`config.mk`:
```
export PLATFORM = sky130hd
export DESIGN_NAME = keypad_scanner
export DESIGN_NICKNAME = d
export VERILOG_FILES = /design/src/rtl/keypad_scanner.sv
export SDC_FILE = /design/constraint.sdc
export NUM_CORES = 1
export LEC_CHECK = 0
export CAP_MARGIN = 10
export CORE_MARGIN = 2
export CORE_UTILIZATION = 40
export DETAILED_ROUTE_END_ITERATION = 8
export PLACE_DENSITY = 0.65
export SKIP_CTS_REPAIR_TIMING = 1
export SLEW_MARGIN = 30
export SYNTH_ARGS = -nofsm -noshare
export SYNTH_HDL_FRONTEND = slang
export SYNTH_SLANG_ARGS = --single-unit
```
`constraint.sdc`:
```
create_clock -name clk -period 1.95 [get_ports clk]
set_input_delay 0.39 -clock clk [delete_from_list [all_inputs] [get_ports clk]]
set_output_delay 0.39 -clock clk [all_outputs]
set_load 0.1 [all_outputs]
```
`src/rtl/keypad_scanner.sv`:
```
// 4x4 matrix keypad scanner with synchronizer, debounce and one-pulse key events.
//
// Parameters:
//   SCAN_DIV       - clk cycles each row is driven; columns sampled on the last one (4..65535)
//   DEBOUNCE_CNT   - consecutive matching samples to accept a press or a release (1..255)
//   REPEAT_SAMPLES - held-key samples between auto-repeat pulses (KEYPAD_REPEAT_EN only)
//
// Ports:
//   clk      - system clock, rising edge
//   reset    - asynchronous active-low reset
//   col      - column inputs, pulled up, active-low, asynchronous to clk
//   row      - row drive, active-low, exactly one bit low
//   keyValid - one-cycle pulse per accepted key event
//   keyValue - code of the last accepted key, stable between pulses
//
// Optional feature: define KEYPAD_REPEAT_EN to enable auto-repeat while a key is held.

module keypad_scanner #(
  parameter int unsigned SCAN_DIV       = 1000,
  parameter int unsigned DEBOUNCE_CNT   = 10,
  parameter int unsigned REPEAT_SAMPLES = 64
) (
  input  logic       clk,
  input  logic       reset,
  input  logic [3:0] col,
  output logic [3:0] row,
  output logic       keyValid,
  output logic [3:0] keyValue
);

  if (SCAN_DIV < 4 || SCAN_DIV > 65535 || DEBOUNCE_CNT < 1 || DEBOUNCE_CNT > 255 ||
      REPEAT_SAMPLES < 1) begin : g_param_check
    $error("keypad_scanner: parameter out of range");
  end

  localparam logic [15:0] DivLast = 16'(SCAN_DIV - 1);
  localparam logic [7:0]  DebLast = 8'(DEBOUNCE_CNT - 1);

  typedef enum logic [1:0] {StScan, StDebounce, StHold, StRelease} state_e;

  state_e      state_q, state_d;
  logic [15:0] div_q;
  logic        sample;
  logic [3:0]  col_s1_q, col_s2_q;
  logic [1:0]  row_idx_q, row_idx_d;
  logic [1:0]  col_idx_q, col_idx_d;
  logic [7:0]  cnt_q, cnt_d;
  logic        valid_q, valid_d;
  logic [3:0]  value_q, value_d;
  logic        key_low;
  logic [1:0]  first_col;

`ifdef KEYPAD_REPEAT_EN
  localparam logic [15:0] RepLast = 16'(REPEAT_SAMPLES - 1);
  logic [15:0] rep_q, rep_d;
`endif

  function automatic logic [3:0] key_map(input logic [1:0] r, input logic [1:0] c);
    logic [3:0] v;
    case ({r, c})
      4'b00_00: v = 4'h1;
      4'b00_01: v = 4'h2;
      4'b00_10: v = 4'h3;
      4'b00_11: v = 4'hA;
      4'b01_00: v = 4'h4;
      4'b01_01: v = 4'h5;
      4'b01_10: v = 4'h6;
      4'b01_11: v = 4'hB;
      4'b10_00: v = 4'h7;
      4'b10_01: v = 4'h8;
      4'b10_10: v = 4'h9;
      4'b10_11: v = 4'hC;
      4'b11_00: v = 4'hE;
      4'b11_01: v = 4'h0;
      4'b11_10: v = 4'hF;
      default:  v = 4'hD;
    endcase
    return v;
  endfunction

  // Dwell counter runs in every state so sample timing never depends on the FSM.
  assign sample = (div_q == DivLast);

  always_ff @(posedge clk or negedge reset) begin
    if (!reset) begin
      div_q <= '0;
    end else if (sample) begin
      div_q <= '0;
    end else begin
      div_q <= div_q + 16'd1;
    end
  end

  always_ff @(posedge clk or negedge reset) begin
    if (!reset) begin
      col_s1_q <= 4'hF;
      col_s2_q <= 4'hF;
    end else begin
      col_s1_q <= col;
      col_s2_q <= col_s1_q;
    end
  end

  assign key_low = ~col_s2_q[col_idx_q];

  always_comb begin
    first_col = 2'd3;
    if (!col_s2_q[0])      first_col = 2'd0;
    else if (!col_s2_q[1]) first_col = 2'd1;
    else if (!col_s2_q[2]) first_col = 2'd2;
  end

  always_comb begin
    state_d   = state_q;
    row_idx_d = row_idx_q;
    col_idx_d = col_idx_q;
    cnt_d     = cnt_q;
    valid_d   = 1'b0;
    value_d   = value_q;
`ifdef KEYPAD_REPEAT_EN
    rep_d     = (state_q == StHold) ? rep_q : '0;
`endif
    if (sample) begin
      unique case (state_q)
        StScan: begin
          if (col_s2_q != 4'hF) begin
            col_idx_d = first_col;
            cnt_d     = '0;
            state_d   = StDebounce;
          end else begin
            row_idx_d = row_idx_q + 2'd1;
          end
        end
        StDebounce: begin
          if (key_low) begin
            if (cnt_q == DebLast) begin
              valid_d = 1'b1;
              value_d = key_map(row_idx_q, col_idx_q);
              cnt_d   = '0;
              state_d = StHold;
            end else begin
              cnt_d = cnt_q + 8'd1;
            end
          end else begin
            cnt_d     = '0;
            row_idx_d = 2'd0;
            state_d   = StScan;
          end
        end
        StHold: begin
          // The sample that first sees the key high is the first release match.
          if (!key_low) begin
            if (DebLast == 8'd0) begin
              cnt_d     = '0;
              row_idx_d = 2'd0;
              state_d   = StScan;
            end else begin
              cnt_d   = 8'd1;
              state_d = StRelease;
            end
          end else begin
`ifdef KEYPAD_REPEAT_EN
            if (rep_q == RepLast) begin
              valid_d = 1'b1;
              rep_d   = '0;
            end else begin
              rep_d = rep_q + 16'd1;
            end
`else
            // Held key produces no further pulses.
`endif
          end
        end
        StRelease: begin
          if (!key_low) begin
            if (cnt_q == DebLast) begin
              cnt_d     = '0;
              row_idx_d = 2'd0;
              state_d   = StScan;
            end else begin
              cnt_d = cnt_q + 8'd1;
            end
          end else begin
            cnt_d   = '0;
            state_d = StHold;
          end
        end
        default: state_d = StScan;
      endcase
    end
  end

  always_ff @(posedge clk or negedge reset) begin
    if (!reset) begin
      state_q   <= StScan;
      row_idx_q <= 2'd0;
      col_idx_q <= 2'd0;
      cnt_q     <= '0;
      valid_q   <= 1'b0;
      value_q   <= 4'h0;
    end else begin
      state_q   <= state_d;
      row_idx_q <= row_idx_d;
      col_idx_q <= col_idx_d;
      cnt_q     <= cnt_d;
      valid_q   <= valid_d;
      value_q   <= value_d;
    end
  end

`ifdef KEYPAD_REPEAT_EN
  always_ff @(posedge clk or negedge reset) begin
    if (!reset) begin
      rep_q <= '0;
    end else begin
      rep_q <= rep_d;
    end
  end
`endif

  assign row      = ~(4'b0001 << row_idx_q);
  assign keyValid = valid_q;
  assign keyValue = value_q;

endmodule

```
# After elaboration in Yosys (flattened, before gate mapping)
# Memory sizes are Yosys's and may differ from the RTL's. A register that Yosys moved wholly into a read port is not among the register bits.
# Cells that the tools add are included.
# Widths: inputs -> output; s select.
[word_totals]
ff_bits = 39
latchBits = 0
mem_bits_rw = 0
rom_bits = 64
output_inout_bits = 9
wordCells = 65
n_memories = 1
[memory_table]
columns = ["memory", "depth", "width", "read_ports", "rd_ports_with_merged_regs", "wr", "line", "source"]
rows = [
  ["(name not given)", 16, 4, 1, 1, 0, "60", "case ({r, c})"],
]
[op_classes]
add_sub_neg = 3
n_mul = 0
n_div = 0
magnitude_cmp = 1
eq_ne = 14
shifts = 1
muxes = 27
n_bitwise = 2
n_reduce_logical = 8
[op_table]
columns = ["cell", "n"]
rows = [
  ["$mux 8", 5],
  ["$pmux 8 s4", 1],
  ["$mux 2", 11],
  ["$add 16x1->16 const B", 1],
  ["$eq 16x10->1 const B", 1],
  ["$mux 16", 1],
  ["$ne 2x2->1 const B", 6],
  ["$add 8x1->8 const B", 1],
  ["$eq 8x4->1 const B", 1],
  ["$pmux 2 s4", 1],
  ["$mux 1", 6],
  ["$ne 3x3->1 const B", 2],
  ["$pmux 2 s3", 1],
  ["$reduce_and 3->1", 2],
  ["$reduce_and 6->1", 1],
  ["$reduce_and 5->1", 1],
  ["$eq 2x2->1 const B", 2],
  ["$ne 4x4->1 const B", 1],
  ["$not 4->4", 1],
  ["$reduce_and 4->1", 1],
  ["$shl 1x2->4 const A", 1],
  ["$lt 2x3->1 const B", 1],
  ["$reduce_bool 3->1", 1],
  ["$add 2x1->2 const B", 1],
  ["5 further kinds", 5],
]

# Logic depth before layout (Yosys ltp)
# Gate-level depths: netlist of run 1.
[logic_depth]
ltp_word = 5
mapped_depth = 8
ltp_nobuf = 6

# Worst setup path before layout of run 1
# Ideal clock, no wire load.
[synth_timing]
kind = "register -> output"
startpoint = "reg row_idx_q[0]"
endpoint = "out row[0]"
t_arrival_ns = 1.599
t_required_ns = 1.560
slack_ns = -0.039
stages_incl_launch_ff = 5
path_cell_list = "dfrtp_1 -> clkbuf_1 -> inv_1 -> ha_1 -> inv_1"
[synth_between]
elab_chain_cells = 2
[synth_rtl]
columns = ["element", "line", "source"]
rows = [
  ["start: declaration", "45", "logic [1:0] row_idx_q, row_idx_d;"],
  ["start signal: assignment", "203", "row_idx_q <= row_idx_d;"],
  ["$shl 1x2->4", "221", "assign row = ~(4'b0001 << row_idx_q);"],
  ["$not 4->4", "221", ""],
  ["end: declaration", "26", "output logic [3:0] row,"],
]
# No other way between the ends.

# Worst setup path in the final report of run 1
[layout_timing]
startpoint = "reg col_s2_q[1]"
endpoint = "reg cnt_q[4]"
[layout_between]
elab_chain_cells = 4
elab_cells_between_ends = 9
classes_between = "3 x eq/ne; 5 x mux; 1 x reduce/logical"
[layout_rtl]
columns = ["element", "line", "source"]
rows = [
  ["start: declaration", "44", "logic [3:0] col_s1_q, col_s2_q;"],
  ["start signal: assignment", "100", "col_s2_q <= col_s1_q;"],
  ["$bmux 1 s2", "104", "assign key_low = ~col_s2_q[col_idx_q];"],
  ["$mux 1 (implied by the code)", "104", ""],
  ["$mux 8, or another cell as far along", "175", "if (!key_low) begin"],
  ["$pmux 8 s4 or $reduce_and 3->1 (tied branches)", "--", ""],
  ["end signal: assignment", "205", "cnt_q <= cnt_d;"],
  ["end: declaration", "47", "logic [7:0] cnt_q, cnt_d;"],
]
# Several ways; a longest one is shown, not always the timed one. The select of a mux whose other input is x is not followed.
# A chain may end at the register's enable or synchronous reset.

==> results of run 1 <==
cell usage after synthesis (all sizes together), types with 2 or more instances:
cell / count / area [um2]
ha: 12 / 150
and3: 3 / 20.0
or3: 2 / 17.5
nand3: 13 / 65.1
nand2: 22 / 82.6
nand4bb: 2 / 22.5
o31ai: 2 / 15.0
dfrtp: 35 / 876
dfstp: 8 / 210
clkbuf: 3 / 11.3
buf: 4 / 41.3
nand4: 4 / 25.0
xnor2: 9 / 78.8
and4bb: 3 / 37.5
nor2: 17 / 63.8
o211ai: 2 / 15.0
o21ai: 14 / 70.1
nor3: 2 / 10.0
mux2i: 5 / 50.1
nor4: 5 / 61.3
mux2: 7 / 78.8
o41a: 2 / 22.5
a21oi: 5 / 25.0
xor2: 6 / 52.6
inv: 13 / 48.8
a31oi: 2 / 12.5
worst paths after layout:
check	startpoint	endpoint	cells after the start	slack [ns]
setup / recovery	col_s2_q[1]	cnt_q[4]	6	0.09
hold / removal	reset	div_q[2]	1	0.12
setup reg to reg	col_s2_q[1]	cnt_q[4]	6	0.09
hold reg to reg	col_s1_q[0]	col_s2_q[0]	0	0.36
max in group asynchronous	reset	cnt_q[2]	2	1.26
min in group clk	col_s1_q[0]	col_s2_q[0]	0	0.36
flip-flops by register name, summed over array words and instances (netlist names), named ones only:
register and cells:
cnt_q 8, col_idx_q 2, col_s1_q 4, col_s2_q 4, div_q 16, keyValid 1, keyValue 4, row_idx_q 2
state_q 1
cells by family (layout without fill, tap and decap cells):
| logic type | Yosys count | in the layout | synth area share [%] |
|---|---|---|---|
| multiplexers | 13 | 13 | 6.54 |
| adder cells (fa/ha/maj) | 12 | 12 | 6.48 |
| AND/OR/NAND/NOR | 80 | 80 | 19.9 |
| flip-flops | 43 | 43 | 46.9 |
| XOR/XNOR | 15 | 15 | 5.67 |
| buffers and inverters | 20 | 69 | 4.38 |
| AO/OA/AOI/OAI | 35 | 35 | 10.2 |
through the flow:
step | power [W] | utilization [%]
after detailed placement | 0.000972 | 50.0
after global placement | 0.000971 | 50.0
final | 0.00168 | 53.2
after CTS | 0.00170 | 52.1
after global routing | 0.00174 | 53.2
after floorplan | 0.000938 | -
per-layer routing:
| layer | vias to the layer above | GRT usage (%) |
|---|---|---|
| met3 | 7 | 3.48 |
| met5 | - | 0 |
| li1 | 861 | - |
| met2 | 27 | 23.5 |
| met4 | 0 | 5.76 |
| met1 | 820 | 19.5 |
power groups by stage:
stage               clock (W)  combinational, W  sequential (W)
detailed placement          0         0.0000434        0.000929
floorplan                   0         0.0000110        0.000927
finish               0.000722         0.0000418        0.000912
CTS                  0.000740         0.0000437        0.000912
global route         0.000775         0.0000483        0.000913
global placement            0         0.0000424        0.000929
area by class of cell:
class	instances	area (um2)	share of cell area, %
sequential	43	1090	36.8
clock inverter	3	47.5	1.61
timing repair buffer	48	422	14.3
multi-input combinational	155	1180	39.9
tap	72	90.1	3.06
inverter	13	56.3	1.91
clock buffer	5	68.8	2.33
critical path, delay by kind of cell (launching register included):
family          cells  cell delay (ns)
flops               1             0.58
buf+inv             1             0.16
compound gates      3             0.39
simple gates        1             0.44
mux                 1             0.18
==> impl_table.tex, run 1 <==
\begin{tabular}{lr}
\hline
Metric & Value \\
\hline
\multicolumn{2}{l}{\textbf{Synth}} \\
\quad Most frequently used flop master after synthesis & dfrtp\_1 \\
\quad Yosys warning count & 0 \\
\quad Synthesized flop and latch total & 43 \\
\quad Fraction of registers with async set or reset after synthesis & 100\% \\
\quad Synth Net Count & 236 \\
\quad Seq/Total Area, Yosys & 46.9\% \\
\quad Post-synthesis cell area & 2320 um2 \\
\quad Post-synth EDFFs & 0 \\
\quad Mean cell area of the mapped netlist & 10.6 um2 \\
\quad Syn Inst Count & 218 \\
\quad Post-synth cell types & 47 \\
\multicolumn{2}{l}{\textbf{Final layout}} \\
\quad Non-filler cells in the finished layout & 339 \\
\quad Fraction of layout cells with a size suffix above 1 & 32.6\% \\
\quad Post-Layout Inst Area & 2950 um2 \\
\quad Number of nets in the finished design & 284 \\
\quad Leading cell type in the layout, fill and taps excluded & buf\_4 \\
\quad Number of filler instances in the final layout & 486 \\
\quad Area added between synthesis and finish & 27.3\% \\
\quad ANT cells & 0 \\
\quad Most frequent cells in the layout & buf\_4 (38), dfrtp\_1 (35), nand2\_1 (22) \\
\multicolumn{2}{l}{\textbf{Detailed routing}} \\
\quad Routed vias/inst & 5.06 \\
\quad Post-DR wirelength/cell & 13.2 um \\
\quad Metal-1 WL & 2.16 mm \\
\quad Total wire length & 4.47 mm \\
\quad Pre-antenna DRT Iters & 4 \\
\quad Highest metal used & met4 \\
\quad Vias & 1715 \\
\quad First-iteration detailed-routing DRC count & 169 \\
\quad Antenna Nets Post-Route & 0 \\
\quad Amount of wire on met3 after detailed routing & 138 um \\
\quad Wire length on met2 & 2.12 mm \\
\quad Count of unresolved DRC violations after routing & 0 \\
\multicolumn{2}{l}{\textbf{CTS}} \\
\quad Clock slew at the register clock pins of the worst setup and hold paths & 0.09 ns \\
\quad Insertion delay of the later-clocked pin in the worst-skew pair & 0.30 ns \\
\quad Number of buffers created by CTS & 5 \\
\quad TritonCTS clock tree & built \\
\quad Clk sinks & 43 \\
\quad H-tree depth reported by CTS & 2 \\
\quad Clock Path Buffers & 2 \\
\quad Clock root buffer & clkbuf\_8 \\
\multicolumn{2}{l}{\textbf{Place}} \\
\quad Post-detailed-placement half-perimeter wirelength & 3.15 mm \\
\quad Quantity of I/O buffers inserted on ports & 14 \\
\quad Total cell area at the placement stage & 2770 um2 \\
\quad Placement Setup Slack & -0.0855 ns \\
\quad Cell count after placement & 330 \\
\quad RD Place Congestion & 0.825 \\
\multicolumn{2}{l}{\textbf{STA}} \\
\quad Worst hold slack across all endpoints & 0.116 ns \\
\quad Minimum clock period after layout & 1.86 ns \\
\quad TNS Setup & 0 ns \\
\quad Actual slew at the worst max-slew pin & 0.668 ns \\
\quad Setup violation total in the final timing report & 0 \\
\quad Share of the clock period used by the worst path after layout & 95.2\% \\
\quad Worst slew margin & 55.5\% \\
\quad Maximum clock frequency & 539 MHz \\
\quad Unrepaired setup endpoints after global routing & true \\
\quad Hold Violations, Final & 0 \\
\quad Final setup margin & 0.0939 ns \\
\quad Number of slew-limit violations in the final report & 0 \\
\quad Worst clock skew & 0.00613 ns \\
\multicolumn{2}{l}{\textbf{Critical path}} \\
\quad Cell with the largest stage delay on the worst path & dfstp\_2 \\
\quad Worst-path cell chain & mux2\_2 > o22ai\_1 > buf\_4 > or3\_4 > a2bb2oi\_1 > o41ai\_2 \\
\quad Crit path largest cell delay & 0.58 ns \\
\quad Endpoint type of the worst setup path & flip-flop \\
\quad Critical path peak fanout & 8 \\
\quad Crit path launch type & flip-flop \\
\quad Worst setup path category & reg -> reg \\
\quad Critical path data arrival time & 2.04 ns \\
\quad Worst Path Required & 2.13 ns \\
\multicolumn{2}{l}{\textbf{Job}} \\
\quad Max-cap check violation count & 0 \\
\multicolumn{2}{l}{\textbf{Power}} \\
\quad Peak VDD IR & 0.410 mV \\
\quad PD cells & 569 nW/um2 \\
\quad Clock power frac & 43.1\% \\
\quad Static power due to leakage & 1.29 nW \\
\quad Fraction of power spent switching nets & 21.8\% \\
\quad Switching Power & 0.000365 W \\
\quad Logic gate share of total power & 2.5\% \\
\quad Power share of the sequential group & 54.4\% \\
\quad Internal power of the cells & 0.00131 W \\
\multicolumn{2}{l}{\textbf{Global route}} \\
\quad Via count of the first global-routing pass & 1637 \\
\quad Antenna violations before repair & 0 \\
\quad Maximum number of pins on one net before global-route repair & 32 \\
\quad First-pass GRT wire length & 7.27 mm \\
\quad Global routing usage summed across all routing layers & 14.8\% \\
\quad Grt ovf & 0 \\
\multicolumn{2}{l}{\textbf{Floorplanning}} \\
\quad DIE HEIGHT & 80.1 um \\
\quad Area of the die & 6410 um2 \\
\quad Horizontal die dimension & 80.1 um \\
\quad Standard-cell row count & 27 \\
\quad Placeable core region & 5540 um2 \\
\quad Initial standard-cell utilization of the core & 41.8\% \\
\quad Top-level port count & 15 \\
\multicolumn{2}{l}{\textbf{Outcome}} \\
\quad Outcome & completed \\
\multicolumn{2}{l}{\textbf{Min path}} \\
\quad Worst min-delay path class & in -> async \\
\hline
\end{tabular}
(Power assumes the default switching activity.)
==> run 2: changes to the inputs <==
--- a/config.mk
+++ b/config.mk
@@ -9,7 +9,7 @@
 export CORE_MARGIN = 2
 export CORE_UTILIZATION = 40
 export DETAILED_ROUTE_END_ITERATION = 8
-export PLACE_DENSITY = 0.65
+export PLACE_DENSITY = 0.63
 export SKIP_CTS_REPAIR_TIMING = 1
 export SLEW_MARGIN = 30
 export SYNTH_ARGS = -nofsm -noshare
==> constraint.sdc (replaced) <==
create_clock -name clk -period 2.25 [get_ports clk]
set_input_delay 0.45 -clock clk [delete_from_list [all_inputs] [get_ports clk]]
set_output_delay 0.45 -clock clk [all_outputs]
set_load 0.1 [all_outputs]
==> run 2 against run 1 <==
Compared with the run above: critical path depth decreased by 1; clock-buffer cell count did not move; highest routed layer unchanged; maximum frequency shrank 10%; critical endpoint is now keyValue[3].
==> impl_table.tex, run 2 (synthesized netlist as in run 1, its figures left out) <==
\begin{tabular}{lr}
\hline
Metric & Value \\
\hline
\multicolumn{2}{l}{\textbf{Final layout}} \\
\quad Most frequent cells in the layout & dfrtp\_1 (35), nand2\_1 (22), nor2\_1 (17) \\
\quad Fraction of layout cells with a size suffix above 1 & 22.1\% (-11 points) \\
\quad Area added between synthesis and finish & 15.0\% \\
\quad Register with the most flip-flops & div\_q \\
\quad Largest register FFs & 16 (unchanged) \\
\quad ANT cells & 0 (unchanged) \\
\quad Number of nets in the finished design & 257 (-9.5\%) \\
\quad Non-filler cells in the finished layout & 312 (-8.0\%) \\
\quad Leading cell type in the layout, fill and taps excluded & dfrtp\_1 \\
\quad Number of filler instances in the final layout & 530 (+9.1\%) \\
\quad Biggest registers after layout & div\_q (16), cnt\_q (8) \\
\multicolumn{2}{l}{\textbf{Critical path}} \\
\quad Cell with the largest stage delay on the worst path & nor4\_4 \\
\quad Endpoint type of the worst setup path & flip-flop \\
\quad Critical path peak fanout & 5 (-3) \\
\quad Worst Path Required & 2.45 ns (+0.32 ns) \\
\quad Worst-path cell chain & ha\_1 > and4bb\_1 > nand4bb\_1 > nor4\_4 > mux2\_2 \\
\quad Critical path data arrival time & 2.26 ns (+0.22 ns) \\
\quad Crit path largest cell delay & 0.46 ns (-0.12 ns) \\
\quad Worst setup path category & reg -> reg \\
\quad Crit path launch type & flip-flop \\
\multicolumn{2}{l}{\textbf{Detailed routing}} \\
\quad Post-DR wirelength/cell & 13.0 um (-1.2\%) \\
\quad Antenna Nets Post-Route & 0 (unchanged) \\
\quad Count of unresolved DRC violations after routing & 0 (unchanged) \\
\quad First-iteration detailed-routing DRC count & 71 (-58\%) \\
\quad Vias & 1627 (-5.1\%) \\
\quad Pre-antenna DRT Iters & 4 (unchanged) \\
\quad Routed vias/inst & 5.21 (+3.1\%) \\
\quad Total wire length & 4.07 mm (-9.1\%) \\
\multicolumn{2}{l}{\textbf{Floorplanning}} \\
\quad Initial standard-cell utilization of the core & 41.8\% (unchanged) \\
\quad Area of the die & 6410 um2 (unchanged) \\
\quad Horizontal die dimension & 80.1 um (unchanged) \\
\quad Top-level port count & 15 (unchanged) \\
\quad DIE HEIGHT & 80.1 um (unchanged) \\
\quad Placeable core region & 5540 um2 (unchanged) \\
\quad Standard-cell row count & 27 (unchanged) \\
\multicolumn{2}{l}{\textbf{Place}} \\
\quad Placement Setup Slack & 0.157 ns (+0.243 ns) \\
\quad Post-detailed-placement half-perimeter wirelength & 2.92 mm (-7.3\%) \\
\quad Quantity of I/O buffers inserted on ports & 14 (unchanged) \\
\quad Cell count after placement & 304 (-7.9\%) \\
\quad RD Place Congestion & 0.852 (+3.3\%) \\
\multicolumn{2}{l}{\textbf{STA}} \\
\quad Setup violation total in the final timing report & 0 (unchanged) \\
\quad Maximum clock frequency & 484 MHz (-10\%) \\
\quad Share of the clock period used by the worst path after layout & 91.8\% (-3.4 points) \\
\quad Actual slew at the worst max-slew pin & 0.551 ns (-0.117 ns) \\
\quad Final setup margin & 0.186 ns (+0.0917 ns) \\
\quad Worst slew margin & 63.3\% (+7.8 points) \\
\quad Unrepaired setup endpoints after global routing & false \\
\quad Hold Violations, Final & 0 (unchanged) \\
\quad Worst clock skew & 0.00789 ns (+0.00176 ns) \\
\quad Worst hold slack across all endpoints & 0.214 ns (+0.0986 ns) \\
\quad Number of slew-limit violations in the final report & 0 (unchanged) \\
\quad TNS Setup & 0 ns (unchanged) \\
\quad Minimum clock period after layout & 2.06 ns (+0.208 ns) \\
\multicolumn{2}{l}{\textbf{Global route}} \\
\quad Grt ovf & 0 (unchanged) \\
\quad Maximum number of pins on one net before global-route repair & 44 (+38\%) \\
\quad Busiest metal layer after global routing & met2 \\
\quad Met1 track utilization from global routing & 18.6\% (-0.93 points) \\
\quad Met2 layer usage reported by global route & 23.0\% (-0.50 points) \\
\quad Via count of the first global-routing pass & 1603 (-2.1\%) \\
\quad First-pass GRT wire length & 7.20 mm (-0.95\%) \\
\quad Antenna violations before repair & 0 (unchanged) \\
\quad GR met3 Demand/Resource & 3.37\% (-0.11 points) \\
\quad Global routing usage summed across all routing layers & 14.3\% (-0.50 points) \\
\multicolumn{2}{l}{\textbf{CTS}} \\
\quad Clock slew at the register clock pins of the worst setup and hold paths & 0.09 ns (about the same) \\
\quad H-tree depth reported by CTS & 2 (unchanged) \\
\quad Number of buffers created by CTS & 5 (unchanged) \\
\quad Clock Path Buffers & 2 (unchanged) \\
\quad Clk sinks & 43 (unchanged) \\
\quad TritonCTS clock tree & built \\
\quad Clock root buffer & clkbuf\_8 \\
\quad Insertion delay of the later-clocked pin in the worst-skew pair & 0.30 ns (about the same) \\
\multicolumn{2}{l}{\textbf{Power}} \\
\quad PD cells & 501 nW/um2 (-12\%) \\
\quad Peak VDD IR & 0.400 mV (-2.3\%) \\
\quad Power consumption & 0.00133 W (-20\%) \\
\quad Static power due to leakage & 1.13 nW (-12\%) \\
\multicolumn{2}{l}{\textbf{Min path}} \\
\quad Worst min-delay path class & in -> async \\
\multicolumn{2}{l}{\textbf{Outcome}} \\
\quad Outcome & completed \\
\multicolumn{2}{l}{\textbf{Job}} \\
\quad Max-cap check violation count & 0 (unchanged) \\
\hline
\end{tabular}
## run 2: cell types whose count changed in the layout (fill, tap and decap cells not counted), sizes merged
cell	previous run	this run
clkinv	1	2
buf	44	17
bufinv	1	0
inv	12	13
clkinvlp	2	1
## run 2: worst max-delay path, delay by kind of cell, from the launching register on
family / cells / cell delay [ns]
simple gates: 3 / 0.98
flops: 1 / 0.39
mux: 1 / 0.38
fa+ha+maj: 1 / 0.21
## run 2: metal layers
| metal | wire length, um | vias to the layer above |
|---|---|---|
| li1 | - | 811 |
| met1 | 2010 | 788 |
| met2 | 1880 | 21 |
| met3 | 113 | 7 |
| met4 | 70 | 0 |
| met5 | 0 | - |
## run 2: final timing paths
| kind | start | to | cells after the start | slack (ns) |
|---|---|---|---|---|
| worst min-delay path | reset | col_idx_q[0] | 2 | 0.21 |
| max in group asynchronous | reset | cnt_q[3] | 2 | 1.66 |
| worst min register to register | col_s1_q[2] | col_s2_q[2] | 0 | 0.36 |
| worst max-delay path | div_q[0] | keyValue[3] | 5 | 0.19 |
| min in group clk | col_s1_q[2] | col_s2_q[2] | 0 | 0.36 |
| worst max register to register | div_q[0] | keyValue[3] | 5 | 0.19 |
## run 2: where the power goes
group	internal (W)	switching (W)	total, W
Clock	0.000222	0.000288	0.000510
Sequential	0.000785	0.00000467	0.000790
Combinational	0.0000130	0.0000220	0.0000350
Total	0.00102	0.000315	0.00133
## run 2: area by class of cell
cell class              instances  area, um2  share of cell area [%]
well taps                      72       90.1                    3.38
clock buffers                   5       68.8                    2.58
flip-flops and latches         43       1090                    40.8
clock inverters                 3       25.0                   0.940
repair buffers                 21        215                    8.08
multi-input cells             155       1130                    42.4
inverters                      13       48.8                    1.83
## run 2: through the flow
stage	util, %	instance area (um2)
floorplan	-	2320
global placement	46.4	2570
detailed placement	46.4	2570
CTS	48.1	2660
global route	48.1	2660
finish	48.1	2660
